===== src/rtl/ysyx_25040109_mem_pkg.sv =====
// Shared types and encodings for the IFU/LSU memory-port arbiter.
// Imported by the arbiter top and its round-robin sub-block.
package ysyx_25040109_mem_pkg;

  typedef enum logic [1:0] {
    S_IDLE,
    S_REQ,
    S_WAIT,
    S_RESP
  } state_t;

  localparam logic OWN_IFU = 1'b0;
  localparam logic OWN_LSU = 1'b1;

  localparam logic [2:0] WLEN_B = 3'b001;
  localparam logic [2:0] WLEN_H = 3'b010;
  localparam logic [2:0] WLEN_W = 3'b100;

  typedef struct packed {
    logic [31:0] addr;
    logic        wen;
    logic [31:0] wdata;
    logic [2:0]  wlen;
  } mreq_t;

  function automatic logic wlen_ok(input logic [2:0] w);
    return (w == WLEN_B) || (w == WLEN_H) || (w == WLEN_W);
  endfunction

endpackage


===== src/rtl/ysyx_25040109_rr_arb2.sv =====
// Two-input round-robin arbiter; bit 0 is IFU, bit 1 is LSU.
// On a tie the requester that did not win last time is granted.
module ysyx_25040109_rr_arb2
  import ysyx_25040109_mem_pkg::*;
(
  input  logic [1:0] req,
  input  logic       last,
  output logic [1:0] grant,
  output logic       winner
);

  always_comb begin
    grant  = 2'b00;
    winner = OWN_IFU;
    unique case (req)
      2'b01: begin
        grant  = 2'b01;
        winner = OWN_IFU;
      end
      2'b10: begin
        grant  = 2'b10;
        winner = OWN_LSU;
      end
      2'b11: begin
        winner = ~last;
        grant  = winner ? 2'b10 : 2'b01;
      end
      default: ;
    endcase
  end

endmodule


===== src/rtl/ysyx_25040109_mem_arbiter.sv =====
// Single-port memory arbiter between IFU and LSU: one transaction
// in flight, round-robin on conflict, timeout and write-length check.
module ysyx_25040109_mem_arbiter
  import ysyx_25040109_mem_pkg::*;
#(
  parameter int unsigned TIMEOUT_CYCLES = 255,
  parameter int unsigned CNT_W          = 8
) (
  input  logic        clk,
  input  logic        rst,
  input  logic        ifu_req_valid,
  output logic        ifu_req_ready,
  input  logic [31:0] ifu_addr,
  output logic        ifu_resp_valid,
  output logic [31:0] ifu_rdata,
  output logic        ifu_resp_err,
  input  logic        lsu_req_valid,
  output logic        lsu_req_ready,
  input  logic [31:0] lsu_addr,
  input  logic        lsu_wen,
  input  logic [31:0] lsu_wdata,
  input  logic [2:0]  lsu_wlen,
  output logic        lsu_resp_valid,
  output logic [31:0] lsu_rdata,
  output logic        lsu_resp_err,
  output logic        mem_req_valid,
  input  logic        mem_req_ready,
  output logic [31:0] mem_addr,
  output logic        mem_wen,
  output logic [31:0] mem_wdata,
  output logic [2:0]  mem_wlen,
  input  logic        mem_resp_valid,
  input  logic [31:0] mem_rdata,
  output logic        busy
);

  state_t      state;
  state_t      state_nx;
  logic        owner;
  logic        rr_last;
  mreq_t       q;
  logic [CNT_W-1:0] cnt;
  logic [31:0] rdata_q;
  logic        err_q;

  logic [1:0]  grant;
  logic        winner;
  logic        accept;
  logic        done;
  logic        tmo;
  logic        bad_len;
  logic        last_cyc;

  ysyx_25040109_rr_arb2 u_arb (
    .req    ({lsu_req_valid, ifu_req_valid}),
    .last   (rr_last),
    .grant  (grant),
    .winner (winner)
  );

  assign bad_len  = (winner == OWN_LSU) && lsu_wen && !wlen_ok(lsu_wlen);
  assign last_cyc = (cnt == CNT_W'(TIMEOUT_CYCLES - 1));

  always_comb begin
    state_nx = state;
    accept   = 1'b0;
    done     = 1'b0;
    tmo      = 1'b0;
    unique case (state)
      S_IDLE: begin
        if (|grant) begin
          accept   = 1'b1;
          state_nx = bad_len ? S_RESP : S_REQ;
        end
      end
      S_REQ: begin
        if (mem_req_ready && mem_resp_valid) begin
          done     = 1'b1;
          state_nx = S_RESP;
        end else if (last_cyc) begin
          tmo      = 1'b1;
          state_nx = S_RESP;
        end else if (mem_req_ready) begin
          state_nx = S_WAIT;
        end
      end
      S_WAIT: begin
        if (mem_resp_valid) begin
          done     = 1'b1;
          state_nx = S_RESP;
        end else if (last_cyc) begin
          tmo      = 1'b1;
          state_nx = S_RESP;
        end
      end
      S_RESP:  state_nx = S_IDLE;
      default: state_nx = S_IDLE;
    endcase
  end

  always_ff @(posedge clk or negedge rst) begin
    if (!rst) begin
      state   <= S_IDLE;
      owner   <= OWN_IFU;
      rr_last <= OWN_LSU;
      q       <= '0;
      cnt     <= '0;
      rdata_q <= '0;
      err_q   <= 1'b0;
    end else begin
      state <= state_nx;
      if (accept) begin
        owner   <= winner;
        rr_last <= winner;
        cnt     <= '0;
        rdata_q <= '0;
        err_q   <= bad_len;
        if (winner == OWN_LSU)
          q <= '{lsu_addr, lsu_wen, lsu_wdata, lsu_wlen};
        else
          q <= '{ifu_addr, 1'b0, 32'h0, 3'b000};
      end else if (state == S_REQ || state == S_WAIT) begin
        cnt <= cnt + 1'b1;
      end
      if (done) begin
        rdata_q <= q.wen ? 32'h0 : mem_rdata;
        err_q   <= 1'b0;
      end else if (tmo) begin
        rdata_q <= '0;
        err_q   <= 1'b1;
      end
    end
  end

  // Ready is gated by reset so nothing is offered while held in reset.
  assign ifu_req_ready = rst && (state == S_IDLE) && grant[0];
  assign lsu_req_ready = rst && (state == S_IDLE) && grant[1];

  assign mem_req_valid = (state == S_REQ);
  assign mem_addr      = q.addr;
  assign mem_wen       = q.wen;
  assign mem_wdata     = q.wdata;
  assign mem_wlen      = q.wlen;

  assign ifu_resp_valid = (state == S_RESP) && (owner == OWN_IFU);
  assign lsu_resp_valid = (state == S_RESP) && (owner == OWN_LSU);
  assign ifu_rdata      = ifu_resp_valid ? rdata_q : 32'h0;
  assign lsu_rdata      = lsu_resp_valid ? rdata_q : 32'h0;
  assign ifu_resp_err   = ifu_resp_valid && err_q;
  assign lsu_resp_err   = lsu_resp_valid && err_q;

  assign busy = (state != S_IDLE);

endmodule

===== config.mk =====
export PLATFORM = sky130hd
export DESIGN_NAME = ysyx_25040109_mem_arbiter
export DESIGN_NICKNAME = d
export VERILOG_FILES = /design/src/rtl/ysyx_25040109_mem_pkg.sv /design/src/rtl/ysyx_25040109_rr_arb2.sv /design/src/rtl/ysyx_25040109_mem_arbiter.sv
export SDC_FILE = /design/constraint.sdc
export NUM_CORES = 1
export LEC_CHECK = 0
export ABC_AREA = 1
export BUFFER_PORTS_ARGS = -buffer_cell sky130_fd_sc_hd__buf_4
export CAP_MARGIN = 20
export CORE_ASPECT_RATIO = 1.25
export CORE_MARGIN = 2
export CORE_UTILIZATION = 45
export CTS_BUF_LIST = sky130_fd_sc_hd__clkbuf_8 sky130_fd_sc_hd__clkbuf_16
export DETAILED_ROUTE_END_ITERATION = 16
export GPL_TIMING_DRIVEN = 0
export PLACE_DENSITY = 0.79
export SLEW_MARGIN = 20
export SYNTH_ARGS = -nofsm -noshare
export SYNTH_HDL_FRONTEND = slang
export SYNTH_SLANG_ARGS = --single-unit

===== constraint.sdc =====
create_clock -name clk -period 3.8 [get_ports clk]
set_input_delay 0.57 -clock clk [delete_from_list [all_inputs] [get_ports clk]]
set_output_delay 0.57 -clock clk [all_outputs]
set_load 0.02 [all_outputs]

; Yosys cells after proc, flatten, opt, wreduce, memory -nomap -nowiden
; Index checks and enable logic that the tools add are counted.
[word_totals]
regBits = 113
latchBits = 0
ramBits = 0
mem_bits_ro = 0
input_bits = 138
out_inout_bits = 140
elab_cells = 78
mem_count = 0
[classes]
add_sub_neg = 1
multipliers = 0
n_div = 0
n_lt_le_gt_ge = 0
eq_ne = 13
n_shift = 0
mux = 32
bitwise_logic = 2
n_reduce_logical = 20
[op_table]
columns = operator, count
row1 = 32-bit 2-to-1 mux, 6
row2 = 68-bit 2-to-1 mux, 1
row3 = 2-bit 2-to-1 mux, 8
row4 = 8-bit 2-to-1 mux, 2
row5 = 1-bit logical AND, 10
row6 = 1-bit 2-to-1 mux, 10
row7 = 8-bit by 1-bit adder with 8-bit output (second input constant), 1
row8 = 2-bit equality test (second input constant), 4
row9 = 8-bit equality test (second input constant), 1
row10 = 2-bit one-hot mux with 4 select lines, 1
row11 = 1-bit one-hot mux with 2 select lines, 3
row12 = 2-bit one-hot mux with 3 select lines, 1
row13 = 2-bit by 1-bit equality test with 1-bit output (second input constant), 2
row14 = 4-bit by 1-bit inequality test with 1-bit output (second input constant), 1
row15 = 2-bit nonzero test, 2
row16 = 3-bit by 1-bit equality test with 1-bit output (second input constant), 1
row17 = 3-bit by 2-bit equality test with 1-bit output (second input constant), 1
row18 = 3-bit equality test (second input constant), 1
row19 = 1-bit logical OR, 3
row20 = 3-bit inequality test (second input constant), 1
row21 = 3-bit AND reduction, 1
row22 = 3-bit nonzero test, 1
row23 = 2-bit logical NOT, 1
row24 = 2-bit inequality test (second input constant), 1
row25 = other kinds (3), 4

; Depth between registers and ports, before layout
; Gate-level depths: netlist (run 1).
[depth]
ltp_word = 8
ltp_mapped = 10
depth_no_buf = 10

; Hierarchy
; From an unflattened synthesis (run 1), not the netlist that was laid out.
[hier_totals]
cells_unflattened = 736
hier_area_um2 = 5764.3
[modules_own_cells]
columns = module, instances, cells_per_inst, area_each_um2, seq_area_each_um2
row1 = ysyx_25040109_mem_arbiter, 1, 730, 5739.3, 2829.0
row2 = ysyx_25040109_rr_arb2, 1, 6, 25.0, 0.0

; Least setup slack after synthesis (run 1)
; Ideal clock, no wire load.
[synth_timing]
path_type = in2out
start = input port lsu_req_valid
end = output port ifu_req_ready
arrival_ps = 1479
required_ps = 3230
setup_slack_ps = 1751
cell_stages = 3
path_buffers = 2
cell_sequence = buf_6 > clkbuf_1 > a211oi_1
[synth_between]
elab_chain_cells = 3
elab_cells_between_ends = 5
classes_between = eq/ne: 3 / mux: 1 / reduce/logical: 1
[synth_lines]
columns = item, line
row1 = from (decl), ysyx_25040109_mem_arbiter.sv:17  ; input logic lsu_req_valid,
row2 = 2-bit equality test / 2-bit by 1-bit equality test with 1-bit output (equally long branches), ysyx_25040109_rr_arb2.sv:15  ; unique case (req)
row3 = 2-bit one-hot mux with 3 select lines *, ysyx_25040109_rr_arb2.sv:15
row4 = 1-bit logical AND *, ysyx_25040109_mem_arbiter.sv:136  ; assign ifu_req_ready = rst && (state == S_IDLE) && grant[0];
row5 = to (decl), ysyx_25040109_mem_arbiter.sv:12  ; output logic ifu_req_ready,
; Every way passes the cells marked *; elsewhere a longest branch is shown, timed or not.

; Worst setup path in the final report (run 1)
[layout_timing]
start = register state[0]
end = output port ifu_rdata[8]
[layout_between]
elab_chain_cells = 3
[layout_lines]
columns = item, line
row1 = from (decl), ysyx_25040109_mem_arbiter.sv:37  ; state_t state;
row2 = from (signal assigned), ysyx_25040109_mem_arbiter.sv:111  ; state <= state_nx;
row3 = 2-bit equality test, ysyx_25040109_mem_arbiter.sv:145  ; assign ifu_resp_valid = (state == S_RESP) && (owner == OWN_IFU);
row4 = 1-bit logical AND, ysyx_25040109_mem_arbiter.sv:145
row5 = 32-bit 2-to-1 mux, ysyx_25040109_mem_arbiter.sv:147  ; assign ifu_rdata = ifu_resp_valid ? rdata_q : 32'h0;
row6 = to (decl), ysyx_25040109_mem_arbiter.sv:15  ; output logic [31:0] ifu_rdata,
; Every way passes these cells.

==> impl_results.md, run 1 <==
- Maximum clock insertion buffer count: 2
- Final Setup Violations: 0
- First-pass GRT wire length: between 20000 and 30000 um
- Tot GR Track Use: 0.2518
- Vias: around 5.7k
- CTS buffer count: 17
- Fin crit share: 0.6833
- Clk Latency, worst-skew pair: 0.40 ns
- Leak pwr: 4.500 nW
- # nets final: roughly 1.1k
- Layout Cells excl Fill: about 1.2k
- Area of placed instances: 0.007854 mm2
- Resized Gates After CTS: 0
- Root Driver: clkbuf_16
- Total gr overflow: 0
- Site row count: between 40 and 50
- Worst slack, placed: 1.327 ns
- Layout cells sized above 1: 0.3439
- Sequential fraction of the synthesis area: 0.5102
- Finished layout cell area: between 0.008 and 0.009 mm2
- Routability cong.: a little over 0.8
- IO Count: ~280
- Synth async-reset ratio: 1.000
- Worst-path clk slew: approximately 0.050 ns
- Input/output buffers: 276
- DP HPWL: about 13000 um
- Yosys top cell by area: dfrtp_1
- Avg Cell Area, Syn: roughly 7.9 um2
- Worst Max-Slew Pin Slew: around 0.5 ns
- Status: complete, no violations
- CTS Hold Bufs: 0
- Synth top area share: 0.5054
- Area contributors post-synth: dfrtp_1 51%, nand2_1 11%, nor2_1 7.4%
- Total Neg Setup Slack: 0 ns
- Die X: around 100 um
- Number of max-cap violations: 0
- Area grow syn2layout: 51.92%
- Post-Syn Area: roughly 0.0055 mm2
- Final WS setup: 1.203 ns
- Core Area: approximately 0.012 mm2
- Syn Nets: around 850
- Flops & latches, synth: approximately 110
- Ant. Diodes: 0
- Max_slew headroom: 0.6567
- Placed Cells: ~1.1k
- Vias per cell: between 4 and 5
- Largest net degree at the start of global routing: just over 60
- Peak supply drop: around 430 uV
- EDFF count, synth: 0
- Commonest non-fill, non-tap cells in the layout: 282 x buf_4, 169 x nand2_1, 112 x dfrtp_1, 110 x nor2_1, 90 x inv_1
- Clk_skew: between 0.01 and 0.015 ns
- Post-CTS setup buffer count: 0
- CTS tree: yes
- CP max FO: 10
- Total clock sinks: roughly 110
- TritonRoute pass-1 iters: 5
- Vias in the first global route: 5478
- Post-DR wirelength/cell: around 14 um
- Die Y: ~130 um
- Synth cell types: 27
- Crit start category: flop
- Hold Path Class: in -> async
- Iter 0 DRT Violations: between 200 and 250
- Initial Util: 0.4581
- Die area: approximately 0.013 mm2
- Setup crit end kind: primary output
- Cells after Synth: between 700 and 800
- Routed WL: approximately 17000 um
- Final Max Tran Viols: 0
- CTS H-tree lvls: 4
- Fmax: a little under 400 MHz
- Initial antenna violation count: 0
- Tmin final: approximately 2.6 ns
- Ys Warns: 0
- Arrival @ worst endpoint: between 2 and 2.5 ns
- # fillers: ~1.0k
- Worst path required time: 3.23 ns
- Power Density: 741.9 mW/mm2
- Most common cell after layout, fill and taps aside: buf_4
- Post-DRT Antenna Nets: 0
- Worst Hold Slack: 0.1267 ns
- Synth Flop Type: dfrtp_1
- DRC violation count after routing: 0
- RSZ-0062 raised after global routing: false
- Worst Setup Path Type: reg -> out
- Fin. Hold Viols: 0
metrics by stage:
stage	util	total power, mW
after floorplan	-	3.609
after detailed placement	0.6488	4.753
after global routing	0.6959	6.653
final	0.6959	6.250
after global placement	0.6462	4.690
after CTS	0.6959	6.301
area by class of cell:
| type | instances | area, um2 | area share |
|---|---|---|---|
| multi-input combinational | 454 | 2110 | 0.2504 |
| sequential | 113 | 2829 | 0.3358 |
| clock buffer | 19 | 452.9 | 0.05376 |
| inverter | 90 | 337.8 | 0.04010 |
| timing repair buffer | 277 | 2103 | 0.2497 |
| tap | 164 | 205.2 | 0.02436 |
| clock inverter | 12 | 117.6 | 0.01396 |
| buffer | 44 | 269.0 | 0.03193 |
cell families (layout without fill, tap and decap cells):
| kind of cell | count (synthesis) | in the layout | share of synthesized area |
|---|---|---|---|
| flops | 113 | 113 | 0.5102 |
| buf+inv | 134 | 442 | 0.1094 |
| fa+ha+maj | 7 | 7 | 0.01579 |
| simple gates | 362 | 362 | 0.2768 |
| compound gates | 82 | 82 | 0.08303 |
| xor+xnor | 3 | 3 | 0.004739 |
flip-flops by register name, summed over array words and instances (netlist names):
register   cells
mem_wdata     32
state          2
mem_wen        1
mem_addr      32
mem_wlen       3
owner          1
err_q          1
cnt            8
rr_last        1
rdata_q       32
cell usage after synthesis (all sizes together) (2+ instances only):
cell type / instances
nand4: 34
a21oi: 5
buf: 29
ha: 7
nor2: 112
xnor2: 2
a31oi: 32
clkbuf: 15
nand2: 174
dfrtp: 112
nand3: 40
o21ai: 44
inv: 90
routing by layer:
metal	vias to the layer above	global-route usage	routed length, um
met5	-	0	0
met4	0	0.08282	272
met3	26	0.08233	1398
met2	243	0.4503	8925
met1	2653	0.2771	6150
li1	2826	-	-
worst max-delay path, stage by stage, from the launching register on:
cell and delay, ns:
dfrtp_1 0.42, ha_1 0.23, nand2_1 0.25, clkbuf_1 0.43, nor2_1 0.12, buf_4 0.18
worst paths after layout:
path,slack [ns],end,startpoint,depth (start not counted)
min in group clk,0.37,rdata_q[4],mem_rdata[4],3
worst min-delay path,0.13,rdata_q[23],rst,1
worst max-delay path,1.20,ifu_rdata[8],state[0],5
worst min register to register,0.48,mem_wlen[1],mem_wlen[1],2
max in group asynchronous,2.94,rr_last,rst,2
worst max register to register,2.04,rdata_q[26],state[0],8
power by group:
| group | switching (mW) | leakage, nW | total (mW) | internal (mW) |
|---|---|---|---|---|
| sequential | 0.281 | 1.43 | 1.97 | 1.69 |
| clock | 0.531 | 0.285 | 1.52 | 0.984 |
| combinational | 1.69 | 2.79 | 2.77 | 1.08 |
(Power assumes the default switching activity.)
==> run 2: changes to the inputs <==
--- a/config.mk
+++ b/config.mk
@@ -10,11 +10,11 @@
 export CAP_MARGIN = 20
 export CORE_ASPECT_RATIO = 1.25
 export CORE_MARGIN = 2
-export CORE_UTILIZATION = 45
+export CORE_UTILIZATION = 42
 export CTS_BUF_LIST = sky130_fd_sc_hd__clkbuf_8 sky130_fd_sc_hd__clkbuf_16
 export DETAILED_ROUTE_END_ITERATION = 16
 export GPL_TIMING_DRIVEN = 0
-export PLACE_DENSITY = 0.79
+export PLACE_DENSITY = 0.77
 export SLEW_MARGIN = 20
 export SYNTH_ARGS = -nofsm -noshare
 export SYNTH_HDL_FRONTEND = slang
==> constraint.sdc (replaced) <==
create_clock -name clk -period 2.3 [get_ports clk]
set_input_delay 0.345 -clock clk [delete_from_list [all_inputs] [get_ports clk]]
set_output_delay 0.345 -clock clk [all_outputs]
set_load 0.02 [all_outputs]
==> run 2 against run 1 <==
Net effect: critical path depth is the same; global-route usage decreased by 1.5 points; flip-flop and latch count stayed put; count of clock-buffer cells in the layout fell by 1; core utilization decreased by 2.7 points; critical endpoint is now ifu_rdata[18]; largest cell class unchanged.
==> impl_results.md, run 2 (same netlist as run 1, synthesis figures left out) <==
- Fin crit share: 0.9470
- Ant. Diodes: 0
- Leak pwr: roughly 4.5 nW
- Layout Cells excl Fill: 1180
- Power Density: 1239 mW/mm2
- Post-CTS setup buffer count: 0
- Maximum clock insertion buffer count: 2
- Final WS setup: between 0.1 and 0.15 ns
- Crit-path slowest cell: dfrtp_1
- Worst Setup Path Type: reg -> out
- Clk Latency, worst-skew pair: about 0.4 ns
- Largest net degree at the start of global routing: 74
- Final Power: between 10 and 15 mW
- Final Max Tran Viols: 0
- Vias per cell: between 4 and 5
- Routed WL: 16940 um
- Total clock sinks: 113
- Site row count: 46
- Peak supply drop: ~720 uV
- Most common cell after layout, fill and taps aside: buf_4
- Tot GR Track Use: 0.2373
- Status: complete, no violations
- Setup crit end kind: primary output
- Final Setup Violations: 0
- Hold Path Class: in -> reg
- Number of max-cap violations: 0
- Area grow syn2layout: 54.13%
- Worst slack, placed: ~0.27 ns
- DP HPWL: around 13000 um
- TritonRoute pass-1 iters: 4
- First-pass GRT wire length: between 20000 and 30000 um
- Total gr overflow: 0
- RSZ-0062 raised after global routing: false
- Initial antenna violation count: 0
- Routability cong.: approximately 0.82
- Initial Util: 0.4340
- Fin. Hold Viols: 0
- Tmin final: around 2.2 ns
- Iter 0 DRT Violations: around 220
- Die area: ~0.014 mm2
- Input/output buffers: ~280
- DRC violation count after routing: 0
- Core Area: ~0.013 mm2
- Max_slew headroom: 0.6845
- CTS tree: yes
- Post-DRT Antenna Nets: 0
- Placed Cells: approximately 1.1k
- Vias: roughly 5.7k
- Die Y: 132.5 um
- # nets final: between 1k and 1.5k
- Worst path required time: around 2 ns
- CTS H-tree lvls: 4
- Commonest non-fill, non-tap cells in the layout: 282 x buf_4, 167 x nand2_1, 112 x dfrtp_1, 110 x nor2_1, 89 x inv_1
- Root Driver: clkbuf_16
- IO Count: 278
- CP max FO: 10
- Clk_skew: a little under 0.006 ns
- Fmax: around 460 MHz
- Post-DR wirelength/cell: roughly 14 um
- Cell Chain, Critical Path: ha_1 > nand2_2 > clkbuf_2 > nor2_1 > buf_4
- Vias in the first global route: roughly 5.5k
- Die X: around 110 um
- Crit start category: flop
- Layout cells sized above 1: 0.3557
- CTS buffer count: 17
- Worst-path clk slew: roughly 0.050 ns
- Arrival @ worst endpoint: between 1.5 and 2 ns
- Worst Hold Slack: around 0.14 ns
- Worst path max stage delay: between 0.4 and 0.5 ns
- Worst Max-Slew Pin Slew: between 0.4 and 0.5 ns
==> run 2: cell count changes in the layout (fill, tap and decap cells not counted), sizes merged <==
| cell | change |
|---|---|
| dlygate4sd3 | +1 |
| clkinv | -5 |
| clkbuf | -1 |
| inv | +3 |
| clkinvlp | +3 |
| bufinv | +1 |
| buf | +1 |
==> run 2: final cells by class <==
cell class | count | area [um2]
inverter | 90 | 337.8
multi-input combinational | 454 | 2120
timing repair buffer | 280 | 2158
sequential | 113 | 2829
fill | 1166 | 4230
tap | 168 | 210.2
clock inverter | 14 | 180.2
buffer | 43 | 272.8
clock buffer | 18 | 439.2
==> run 2: worst paths after layout <==
path | from | endpoint | slack (ns) | cells after the start
setup reg to reg | state[0] | rdata_q[9] | 0.51 | 8
hold / removal | mem_rdata[13] | rdata_q[13] | 0.14 | 3
min in group asynchronous | rst | rdata_q[23] | 0.51 | 3
max in group asynchronous | rst | rr_last | 1.53 | 3
hold reg to reg | mem_wdata[23] | mem_wdata[23] | 0.48 | 2
setup / recovery | state[0] | ifu_rdata[18] | 0.12 | 5
==> run 2: timing repair <==
item | in CTS | in global routing
hold buffers | 2 | 0
endpoints found under the hold margin | 41 | 0
cloned | 0 | 1
gates resized for setup | 8 | 1
setup endpoints to repair | 61 | 20
==> run 2: where the power goes <==
| group | total, mW | internal [mW] | switching, mW |
|---|---|---|---|
| Sequential | 3.27 | 2.79 | 0.479 |
| Combinational | 4.59 | 1.80 | 2.79 |
| Clock | 2.73 | 1.75 | 0.985 |
| Total | 10.6 | 6.33 | 4.25 |
==> run 2: critical path, delay by kind of cell, from the launching register on <==
kind	cells	cell delay, ns
buffers and inverters	2	0.42
adder cells (fa/ha/maj)	1	0.22
AND/OR/NAND/NOR	2	0.38
flip-flops	1	0.41
==> run 2: metal layers <==
metal | vias up | global-route usage | wire [um]
met5 | - | 0 | 0
met2 | 236 | 0.4211 | 8778
li1 | 2829 | - | -
met1 | 2628 | 0.2646 | 6464
met4 | 0 | 0.09091 | 445
met3 | 26 | 0.07192 | 1247
==> run 2: stage by stage <==
step | cell area (um2) | util | TNS, ns
2_1_floorplan | 5545 | - | 0
3_3_place_gp | 7828 | 0.6126 | -0.2067
3_5_place_dp | 7859 | 0.6151 | 0
4_1_cts | 8519 | 0.6668 | 0
5_1_grt | 8547 | 0.6689 | 0
6_report | 8547 | 0.6689 | 0
==> run 3: changes to the inputs <==
--- a/config.mk
+++ b/config.mk
@@ -10,11 +10,11 @@
 export CAP_MARGIN = 20
 export CORE_ASPECT_RATIO = 1.25
 export CORE_MARGIN = 2
-export CORE_UTILIZATION = 42
-export CTS_BUF_LIST = sky130_fd_sc_hd__clkbuf_8 sky130_fd_sc_hd__clkbuf_16
+export CORE_UTILIZATION = 43
+export CTS_BUF_LIST = sky130_fd_sc_hd__clkbuf_4
 export DETAILED_ROUTE_END_ITERATION = 16
 export GPL_TIMING_DRIVEN = 0
-export PLACE_DENSITY = 0.77
+export PLACE_DENSITY = 0.79
 export SLEW_MARGIN = 20
 export SYNTH_ARGS = -nofsm -noshare
 export SYNTH_HDL_FRONTEND = slang
==> run 3 against run 2 <==
Net effect: the flow now finishes with violations (negative hold slack); design area is 0.41% lower; clock skew is 0.016 ns higher; critical path depth stayed put; cell count is 2.1% higher.
==> impl_results.md, run 3 (same netlist as run 1, synthesis figures left out) <==
- Root Driver: clkbuf_4
- Layout cells sized above 1: 0.3504
- Vias in the first global route: between 5k and 6k
- Fmax: roughly 450 MHz
- CTS H-tree lvls: 4
- Site row count: 46
- Routed WL: 17240 um
- Clk_skew: 0.02188 ns
- Total clock sinks: ~110
- Arrival @ worst endpoint: 1.85 ns
- Commonest non-fill, non-tap cells in the layout: 284 x buf_4, 167 x nand2_1, 112 x dfrtp_1, 108 x nor2_1, 89 x inv_1
- Maximum clock insertion buffer count: 2
- # nets final: 1168
- TritonRoute pass-1 iters: 5
- Leak pwr: 4.500 nW
- Status: complete, but fails checks
- Die X: 105.6 um
- DRC violation count after routing: 0
- Clk Latency, worst-skew pair: about 0.5 ns
- Setup crit end kind: primary output
- Most common cell after layout, fill and taps aside: buf_4
- Worst Max-Slew Pin Slew: around 0.47 ns
- Flop2flop setup slack: around 0.61 ns
- Worst path required time: about 2.0 ns
- Total gr overflow: 0
- Post-DR wirelength/cell: 14.31 um
- Hold Path Class: in -> async
- Routability cong.: 0.8145
- Total Neg Setup Slack: 0 ns
- Failing checks: negative hold slack
- Core Area: between 0.01 and 0.015 mm2
- CTS tree: yes
- Vias per cell: ~4.8
- CP max FO: 10
- Vias: 5744
- Post-DRT Antenna Nets: 0
- First-pass GRT wire length: between 20000 and 30000 um
- Fin crit share: 0.9563
- Final Setup Violations: 0
- Final WS setup: about 0.1 ns
- Peak supply drop: 594.1 uV
- Tmin final: 2.200 ns
- Worst slack, placed: slightly above 0.3 ns
- Max_slew headroom: 0.6900
- # fillers: between 1k and 1.5k
- CTS buffer count: 17
- R2r startpoint: state[0]
- Die Y: around 130 um
- Worst-path clk slew: 0.12 ns
- Post-CTS setup buffer count: 0
- Worst Setup Path Type: reg -> out
- Worst Hold Slack: -0.1741 ns
- Power Density: between 1000 and 1500 mW/mm2
- Initial Util: 0.4379
- Input/output buffers: between 200 and 300
- Tot GR Track Use: 0.2468
- Final Max Tran Viols: 0
- Largest net degree at the start of global routing: 80
- IO Count: roughly 280
- R2r endpoint: cnt[5]
- Die area: approximately 0.014 mm2
- Area grow syn2layout: 53.50%
- DP HPWL: approximately 13000 um
- Iter 0 DRT Violations: 293
- Crit start category: flop
- Initial antenna violation count: 1
- Number of max-cap violations: 0
- R2r worst-path depth: 7
- Fin. Hold Viols: between 70 and 80
[run 3: cell types whose count changed in the layout (fill, tap and decap cells not counted), moves of 2 or more]
cell / previous run / this run
dlygate4sd3_1: 1 / 25
clkbuf_16: 18 / 0
clkbuf_4: 0 / 18
clkbuf_2: 6 / 0
buf_2: 14 / 17
buf_4: 282 / 284
ha_1: 7 / 5
nor2_1: 110 / 108
nor2_2: 1 / 3
[run 3: report_power, final]
part	leakage (nW)	internal (mW)	switching, mW
registers	1.43	2.78	0.472
logic	2.92	1.87	2.83
clock network	0.149	0.763	0.833
[run 3: what timing repair did]
action,CTS,global route
hold buffers,26,1
endpoints found under the hold margin,58,78
cloned,0,0
resized for setup,13,11
setup endpoints to repair,61,60
[run 3: metrics by stage]
step                power (mW)  cell area (um2)  utilization  hold WS, ns  cells
floorplan                5.963             5545            -      0.04941    701
global placement         7.752             7828       0.6182       0.4672   1145
detailed placement       7.872             7859       0.6207       0.2641   1146
CTS                      9.568             8474       0.6693      -0.1884   1203
global route             10.25             8512       0.6722      -0.1926   1205
finish                   9.550             8512       0.6722      -0.1741   1205
[run 3: final cells by class]
class | instances | area, um2 | share of cell area
clock inverter | 15 | 183.9 | 0.02161
clock buffer | 17 | 127.6 | 0.01499
sequential | 113 | 2829 | 0.3324
timing repair buffer | 304 | 2394 | 0.2812
tap | 168 | 210.2 | 0.02470
antenna | 1 | 2.502 | 0.0002940
multi-input combinational | 454 | 2147 | 0.2522
buffer | 43 | 280.3 | 0.03293
inverter | 90 | 337.8 | 0.03969
[run 3: critical path, cell delays in order (launching register included)]
cell	delay, ns
dfrtp_1	0.44
ha_2	0.22
nand2_2	0.14
buf_4	0.22
nor2_1	0.17
buf_4	0.18
[run 3: worst max-delay path by stage]
stage	from	endpoint	slack [ns]
after floorplan	state[0]	ifu_req_ready	0.64
after global placement	rst	ifu_req_ready	-0.26
after detailed placement	rst	ifu_req_ready	0.30
after CTS	state[0]	ifu_rdata[2]	0.02
after global routing	state[0]	lsu_rdata[20]	-0.02
final	state[0]	ifu_rdata[14]	0.10
[run 3: layer usage]
metal	wire length, um	track usage
met1	6561	0.2777
met3	1194	0.06796
met5	0	0
met4	437	0.09365
met2	9044	0.4482
